<file path="src/rtl/counter_cmd_sequencer.sv">
// Command-queue sequencer driving one up/down counter (LOAD / UP n / DOWN n / NOP).
// Optional SEQ_SATURATE_EN: runs stop instead of wrapping, flagged by sat_hit.
module counter_cmd_sequencer #(
    parameter int CNT_W      = 4,
    parameter int STEP_W     = 8,
    parameter int FIFO_DEPTH = 4
) (
    input  logic              clk,
    input  logic              rst_n,
    input  logic              cmd_valid,
    output logic              cmd_ready,
    input  logic [1:0]        cmd_op,
    input  logic [CNT_W-1:0]  cmd_arg,
    input  logic [STEP_W-1:0] cmd_steps,
    input  logic [CNT_W-1:0]  cnt_value,
    output logic              cnt_load,
    output logic [CNT_W-1:0]  cnt_d_in,
    output logic              cnt_up_down,
    output logic              cnt_enable,
    output logic              busy,
    output logic              done,
    output logic              wrap_evt,
    output logic              sat_hit
);

    localparam int AW = $clog2(FIFO_DEPTH);
    localparam int DW = 2 + CNT_W + STEP_W;

    localparam logic [1:0] OP_NOP  = 2'b00;
    localparam logic [1:0] OP_LOAD = 2'b01;
    localparam logic [1:0] OP_UP   = 2'b10;
    localparam logic [1:0] OP_DOWN = 2'b11;

`ifdef SEQ_SATURATE_EN
    localparam logic SAT_ON = 1'b1;
`else
    localparam logic SAT_ON = 1'b0;
`endif

    typedef enum logic [1:0] {
        S_IDLE,
        S_EXEC,
        S_DONE
    } state_t;

    logic [DW-1:0] mem_q [FIFO_DEPTH];
    logic [AW:0]   wr_ptr_q, wr_ptr_d;
    logic [AW:0]   rd_ptr_q, rd_ptr_d;
    logic          empty;
    logic          full;
    logic          push;
    logic          pop;

    logic [1:0]        head_op;
    logic [CNT_W-1:0]  head_arg;
    logic [STEP_W-1:0] head_steps;

    state_t            state_q, state_d;
    logic [1:0]        op_q, op_d;
    logic [CNT_W-1:0]  arg_q, arg_d;
    logic [STEP_W-1:0] rem_q, rem_d;
    logic              ud_q, ud_d;
    logic              sat_q, sat_d;

    logic             load_w;
    logic [CNT_W-1:0] din_w;
    logic             en_w;
    logic             will_wrap;

    assign empty = (wr_ptr_q == rd_ptr_q);
    assign full  = (wr_ptr_q[AW] != rd_ptr_q[AW]) &&
                   (wr_ptr_q[AW-1:0] == rd_ptr_q[AW-1:0]);
    assign push  = cmd_valid && !full;
    assign pop   = (state_q == S_IDLE) && !empty;

    assign {head_op, head_arg, head_steps} = mem_q[rd_ptr_q[AW-1:0]];

    assign wr_ptr_d = push ? wr_ptr_q + 1'b1 : wr_ptr_q;
    assign rd_ptr_d = pop  ? rd_ptr_q + 1'b1 : rd_ptr_q;

    always_ff @(posedge clk) begin
        if (push) begin
            mem_q[wr_ptr_q[AW-1:0]] <= {cmd_op, cmd_arg, cmd_steps};
        end
    end

    // Pre-edge count tells whether the step about to be taken wraps.
    assign will_wrap = ud_q ? (cnt_value == {CNT_W{1'b1}})
                            : (cnt_value == {CNT_W{1'b0}});

    always_comb begin
        state_d = state_q;
        op_d    = op_q;
        arg_d   = arg_q;
        rem_d   = rem_q;
        ud_d    = ud_q;
        sat_d   = sat_q;
        load_w  = 1'b0;
        din_w   = '0;
        en_w    = 1'b0;
        unique case (state_q)
            S_IDLE: begin
                if (!empty) begin
                    op_d    = head_op;
                    arg_d   = head_arg;
                    rem_d   = head_steps;
                    sat_d   = 1'b0;
                    state_d = S_EXEC;
                    if (head_op[1]) begin
                        ud_d = ~head_op[0];
                    end
                end
            end
            S_EXEC: begin
                unique case (op_q)
                    OP_LOAD: begin
                        load_w  = 1'b1;
                        din_w   = arg_q;
                        state_d = S_DONE;
                    end
                    OP_NOP: begin
                        state_d = S_DONE;
                    end
                    OP_UP, OP_DOWN: begin
                        if (rem_q == '0) begin
                            state_d = S_DONE;
                        end else if (SAT_ON && will_wrap) begin
                            sat_d   = 1'b1;
                            state_d = S_DONE;
                        end else begin
                            en_w  = 1'b1;
                            rem_d = rem_q - 1'b1;
                            if (rem_q == STEP_W'(1)) begin
                                state_d = S_DONE;
                            end
                        end
                    end
                endcase
            end
            S_DONE: begin
                state_d = S_IDLE;
            end
            default: begin
                state_d = S_IDLE;
            end
        endcase
    end

    always_ff @(posedge clk or negedge rst_n) begin
        if (!rst_n) begin
            state_q  <= S_IDLE;
            wr_ptr_q <= '0;
            rd_ptr_q <= '0;
            op_q     <= OP_NOP;
            arg_q    <= '0;
            rem_q    <= '0;
            ud_q     <= 1'b0;
            sat_q    <= 1'b0;
        end else begin
            state_q  <= state_d;
            wr_ptr_q <= wr_ptr_d;
            rd_ptr_q <= rd_ptr_d;
            op_q     <= op_d;
            arg_q    <= arg_d;
            rem_q    <= rem_d;
            ud_q     <= ud_d;
            sat_q    <= sat_d;
        end
    end

    assign cmd_ready   = !full;
    assign cnt_load    = load_w;
    assign cnt_d_in    = din_w;
    assign cnt_enable  = en_w;
    assign cnt_up_down = ud_q;
    assign busy        = (state_q != S_IDLE) || !empty;
    assign done        = (state_q == S_DONE);

`ifdef SEQ_SATURATE_EN
    assign wrap_evt = 1'b0;
    assign sat_hit  = (state_q == S_DONE) && sat_q;
`else
    assign wrap_evt = en_w && will_wrap;
    assign sat_hit  = 1'b0;
`endif

endmodule

</file>
<file path="config.mk">
export PLATFORM = sky130hd
export DESIGN_NAME = counter_cmd_sequencer
export DESIGN_NICKNAME = d
export VERILOG_FILES = /design/src/rtl/counter_cmd_sequencer.sv
export SDC_FILE = /design/constraint.sdc
export NUM_CORES = 1
export LEC_CHECK = 0
export BUFFER_PORTS_ARGS = -buffer_cell sky130_fd_sc_hd__buf_2
export CAP_MARGIN = 20
export CORE_UTILIZATION = 37
export DETAILED_ROUTE_END_ITERATION = 10
export HOLD_SLACK_MARGIN = 0.15
export MAX_ROUTING_LAYER = met4
export SLEW_MARGIN = 20
export SYNTH_ARGS = -nofsm -noshare
export SYNTH_HDL_FRONTEND = slang
export SYNTH_SLANG_ARGS = --single-unit
</file>
<file path="constraint.sdc">
create_clock -name clk -period 3.84 [get_ports clk]
set_input_delay 0.768 -clock clk [delete_from_list [all_inputs] [get_ports clk]]
set_output_delay 0.768 -clock clk [all_outputs]
set_load 0.02 [all_outputs]
</file>
======== Yosys cells after proc, flatten, opt, wreduce, memory -nomap -nowiden ========
Memories as Yosys holds them, arrays and structs flattened.
Cells that the tools add are included.
cells by class
  $add $sub $neg .......................... 3
  eq/ne operators ......................... 14
  multiplexer cells ....................... 19
  bitwise operators ....................... 2
  reduce and logical (&&, ||, !) cells .... 19
operators by type and width
  cell                                                                 number
  8-bit 2-to-1 mux                                                     3
  8-bit one-hot mux with 2 select lines                                1
  8-bit by 1-bit == test with 1-bit output (second input constant)     1
  8-bit logical NOT                                                    1
  1-bit 2-to-1 mux                                                     8
  4-bit 2-to-1 mux                                                     2
  2-bit one-hot mux with 2 select lines                                2
  8-bit by 1-bit subtractor with 8-bit output (second input constant)  1
  3-bit by 1-bit adder with 3-bit output (second input constant)       2
  2-bit == test (second input constant)                                3
  2-bit 2-to-1 mux                                                     3
  2-bit inequality test (second input constant)                        3
  2-bit by 1-bit == test with 1-bit output (second input constant)     2
  4-bit == test (second input constant)                                1
  1-bit logical AND                                                    4
  2-bit logical NOT                                                    2
  4-bit logical NOT                                                    1
  4-bit inequality test (second input constant)                        1
  2-bit AND reduction                                                  2
  4-bit AND reduction                                                  1
  2-bit nonzero test                                                   2
  2-bit OR reduction                                                   2
  3-bit == test                                                        1
  3-bit AND reduction                                                  1
  other kinds (5)                                                      7
word-level totals
  flip-flop bits (word level) ............. 23
  bits in writable memories ............... 56
  output and inout bits ................... 12
  memories ................................ 1
memories
  memory  words  width  read ports  clocked after Yosys merged registers in  wr ports  RTL line  source
  mem_q   4      14     1           0                                        1         46        logic [DW-1:0] mem_q [FIFO_DEPTH];

======== Depth between registers and ports, before layout ========
  depth in word-level cells ............... 6
  gate-level depth with buffers ........... 7
  gate-level depth less buffers ........... 7

======== Least setup slack after synthesis ========
Ideal clock, no wire load.
  kind .................................... input -> output
  start ................................... input port cnt_value[1]
  end ..................................... output port wrap_evt
  arrival time ............................ 1700 ps
  required time ........................... 3072 ps
  slack ................................... 1372 ps
  stages on the path ...................... 4
  path buffers ............................ 0
  path through ............................ or4_1 > nor2_1 > a31oi_1 > nor2_1
on the way
  cells in the longest elaborated chain, start to end .. 3
  elaborated cells on any way between the ends .. 4
  classes of those cells .................. eq/ne: 1; mux: 1; reduce/logical: 2
RTL lines
  element                                                    RTL line  source
  start, declared                                            15        input logic [CNT_W-1:0] cnt_value,
  4-bit == test / 4-bit logical NOT (equally long branches)  88, 89
  1-bit 2-to-1 mux *                                         88        assign will_wrap = ud_q ? (cnt_value == {CNT_W{1'b1}})
  1-bit logical AND *                                        183       assign wrap_evt = en_w && will_wrap;
  end, declared                                              22        output logic wrap_evt,
Mark *: on every way between the ends. The rest lies on a longest branch, timed or not.

======== Final worst setup path ========
  start ................................... register rem_q[0]
  end ..................................... output port cnt_enable
on the way
  cells in the longest elaborated chain, start to end .. 4
RTL lines
  element                 RTL line  source
  start, declared         61        logic [STEP_W-1:0] rem_q, rem_d;
  start signal, assigned  165       rem_q <= rem_d;
  8-bit logical NOT       125       if (rem_q == '0) begin
  1-bit 2-to-1 mux        125
  1-bit 2-to-1 mux        115       unique case (op_q)
  1-bit 2-to-1 mux        101       unique case (state_q)
  end, declared           19        output logic cnt_enable,
No other way between the ends.

==> impl_summary.txt <==
----------------------------------------------------
[Logic synthesis]
  Dominant cell by count in the synthesized netlist ... edfxtp_1
  Post-synthesis cell type count ... 44
  Cell area after synthesis ... 3410 µm²
  Fraction of the yosys area taken by sequential cells ... 66.3%
  Async set-reset flop share out of synthesis ... 29.1%
  Mean cell area of the mapped netlist ... 15.7 µm²
  Yosys reg bits ... 79
  Top cell types by occurrence after synthesis ... edfxtp_1 (56), nand2_1 (24), dfrtp_1 (23)
  Gate count of the mapped netlist ... 217
  Top area cells in the synthesized netlist ... edfxtp_1 (49%), dfrtp_1 (17%), mux4_2 (7.3%), ha_1 (2.9%), nand2_1 (2.6%)
  Number of flops mapped to enable cells by yosys ... 56
  Synthesized Nets ... 246
  Synthesis warning total ... 0
  Area share of the largest cell type after synthesis ... about 49%
  Primary flip-flop cell chosen by synthesis mapping ... edfxtp_1
  Cell type contributing the most total cell area after synthesis ... edfxtp_1

[Timing]
  Post-route clock period utilization ... 74.3%
  Worst max-slew margin expressed relative to the limit ... 46.0%
  Unrepaired setup endpoints after global routing ... no
  Count of endpoints failing setup in the final report ... 0
  Final number of hold-violating endpoints ... 0
  Minimum period implied by the final worst setup slack ... between 2 and 3 ns
  Worst clock skew on the final layout ... ~0.0083 ns
  Max Clk Rate ... ~350 MHz
  Number of pins with negative max-slew slack in the final report ... 0
  Aggregate negative setup slack ... 0 ns
  Slew at the pin closest to its max-slew limit ... 0.810 ns

[Worst setup path]
  Minimum setup slack among reg-to-reg paths ... 1.54 ns
  Worst Setup End Kind ... output pin
  FF-to-FF path depth ... 4
  Data arrival time at the worst-slack endpoint ... 2.09 ns
  Maximum fanout along the worst path ... 7
  FF-to-FF Start ... rd_ptr_q[0]
  CP Data Required Time ... 3.07 ns
  Worst R2R End ... mem_q[3][12]
  Worst Setup Path Type ... flip-flop to output pin
  Crit path launch type ... flip-flop

[Status]
  Result of the run ... completed

[Placement]
  Dpl hpwl ... ~4000 µm
  Weighted congestion reported at the end of routability-driven placement ... 0.809
  IO Port Bufs ... 31

[Power]
  Clock group share of total power ... 19.3%
  Internal Dissipation ... about 0.002 W
  Pwr Density ... 815 nW/µm²
  Sequential Power Share ... 43.3%
  Net switching fraction of the power ... between 30% and 40%
  P_leak ... 1.46 nW
  Peak ir drop on the vdd network ... about 230 µV
  Net switching power figure ... about 0.0011 W
  Overall Power ... 0.00314 W
  Proportion of power drawn by combinational gates ... a little under two fifths

[Clocking]
  Clock buffer count from CTS ... 9
  Clock slew at reported path FFs ... 0.08 ns
  Count of hold buffers inserted by post-cts repair ... 0
  Number of post-CTS setup repair buffers ... 0
  Clock root buffer ... clkbuf_8
  Resize count post-CTS ... 0
  Total clock sinks ... about 80
  H-tree level count ... 3
  TritonCTS clock tree ... yes
  Insertion delay of the later-clocked pin in the worst-skew pair ... 0.34 ns
  Maximum clock insertion buffer count ... 2

[Cells and area]
  Fill cell count ... 788
  Layout cell share with drive strength beyond 1 ... 25.9%
  Area taken by multi-input logic gates ... 1070 µm²
  Number of inserted diodes ... 0
  Area taken by flip-flops and latches ... 2260 µm²
  Area Overhead vs Synth ... 13.2%
  Final net count ... 283

[Drt]
  Residual DRC ... 0
  Total iterations of the first detailed-routing run ... 4
  Total length of routed wires ... 5870 µm
  Total via count in the routed design ... 1893
  Detailed-route vias per instance ... 5.16
  Post-route ant nets ... 0
  DRC marker count from the first detailed-route iteration ... 50
  Routed wirelength normalized by instance count ... between 15 and 20 µm

[Global routing]
  Grt ovf ... 0
  Vias in the first global route ... 1981
  Antenna violations before repair ... 0
  Largest net degree at the start of global routing ... 24
  GRT Total Usage ... between 10 and 15%
  Global-route wire length before repair ... 9910 µm

[Job]
  Max-capacitance violation count ... 0

[Floorplanning]
  Area inside the core boundary ... 8810 µm²
  DIE WIDTH ... 98.0 µm
  Die extent in y ... 98.0 µm
  Count of boundary I/O pins ... 33
  Starting utilization of the core area ... 38.7%
  Number of placement rows ... 34
  Area enclosed by the die boundary ... 9600 µm²

[Worst hold path]
  Hold crit path type ... input pin to asynchronous set/reset pin

----------------------------------------------------
[routing by layer]
metal,routed length (µm),global-route usage (%)
met5,0,-
met2,2890,22.7
met1,2690,16.5
met3,128,2.51
met4,158,9.09
[cells in the final DEF (no fill, tap or decap), drive strengths merged, types with 3 or more instances in the layout]
master / count
a211oi: 3
clkbuf: 12
inv: 6
a21oi: 7
edfxtp: 56
or4: 3
ha: 8
mux4: 14
dfrtp: 23
a311oi: 3
xor2: 4
xnor2: 6
nand2: 24
buf: 34
o21ai: 4
nor2: 10
nor4: 3
and2: 10
[worst max-delay path, cell delays in order, from the launching register on]
cell and delay (ns):
dfrtp_1 0.48, inv_1 0.11, ha_1 0.23, nor3b_1 0.15
a211o_2 0.40, inv_1 0.17, buf_2 0.20
[how the worst max path moves through the flow]
| stage | to | depth (start not counted) | startpoint | slack, ns |
|---|---|---|---|---|
| finish | cnt_enable | 6 | rem_q[0] | 0.99 |
| global route | cnt_enable | 6 | rem_q[0] | 0.85 |
| CTS | cnt_enable | 6 | rem_q[0] | 0.98 |
| detailed placement | wrap_evt | 6 | cnt_value[1] | 1.31 |
| global placement | wrap_evt | 6 | cnt_value[1] | 1.32 |
| floorplan | wrap_evt | 4 | cnt_value[1] | 1.37 |
[stage by stage]
stage	setup WS (ns)	instance area [µm²]	cells	hold WS (ns)	util [%]
floorplan	1.37	3410	217	0.437	-
global placement	1.32	3660	351	0.451	41.6
detailed placement	1.31	3660	351	0.460	41.6
CTS	0.980	3860	367	0.396	43.8
global route	0.848	3860	367	0.421	43.8
finish	0.986	3860	367	0.393	43.8
[layout make-up]
type	count	share of cell area, %
Timing Repair Buffer	34	4.61
Tap cell	108	3.50
Inverter	6	0.584
Clock inverter	4	1.23
Multi-Input combinational cell	124	27.8
Clock buffer	12	3.76
Sequential cell	79	58.5
[flip-flops by register name (all words and copies together) (netlist names)]
| name | count |
|---|---|
| arg_q | 4 |
| cnt_up_down | 1 |
| mem_q | 56 |
| op_q | 2 |
| rd_ptr_q | 3 |
| rem_q | 8 |
| state_q | 2 |
| wr_ptr_q | 3 |
[power by group through the flow]
stage	clock (W)	sequential [W]	combinational, W
5_1_grt	0.000657	0.00139	0.00131
4_1_cts	0.000623	0.00136	0.00120
3_5_place_dp	0	0.00138	0.00119
6_report	0.000606	0.00136	0.00118
2_1_floorplan	0	0.00134	0.000928
3_3_place_gp	0	0.00137	0.00118
[cell families after synthesis]
logic type | count (synthesis) | share of synthesized area (%)
DFF | 79 | 66.3
and+or+nand+nor | 59 | 9.18
AOI/OAI and AO/OA | 31 | 6.79
xor gates and xnor gates | 10 | 2.57
other | 1 | 0.110
adders and majority gates | 8 | 2.94
muxes | 15 | 9.88
buffers and inverters | 14 | 2.28
Power figures use the tool's default switching activity.
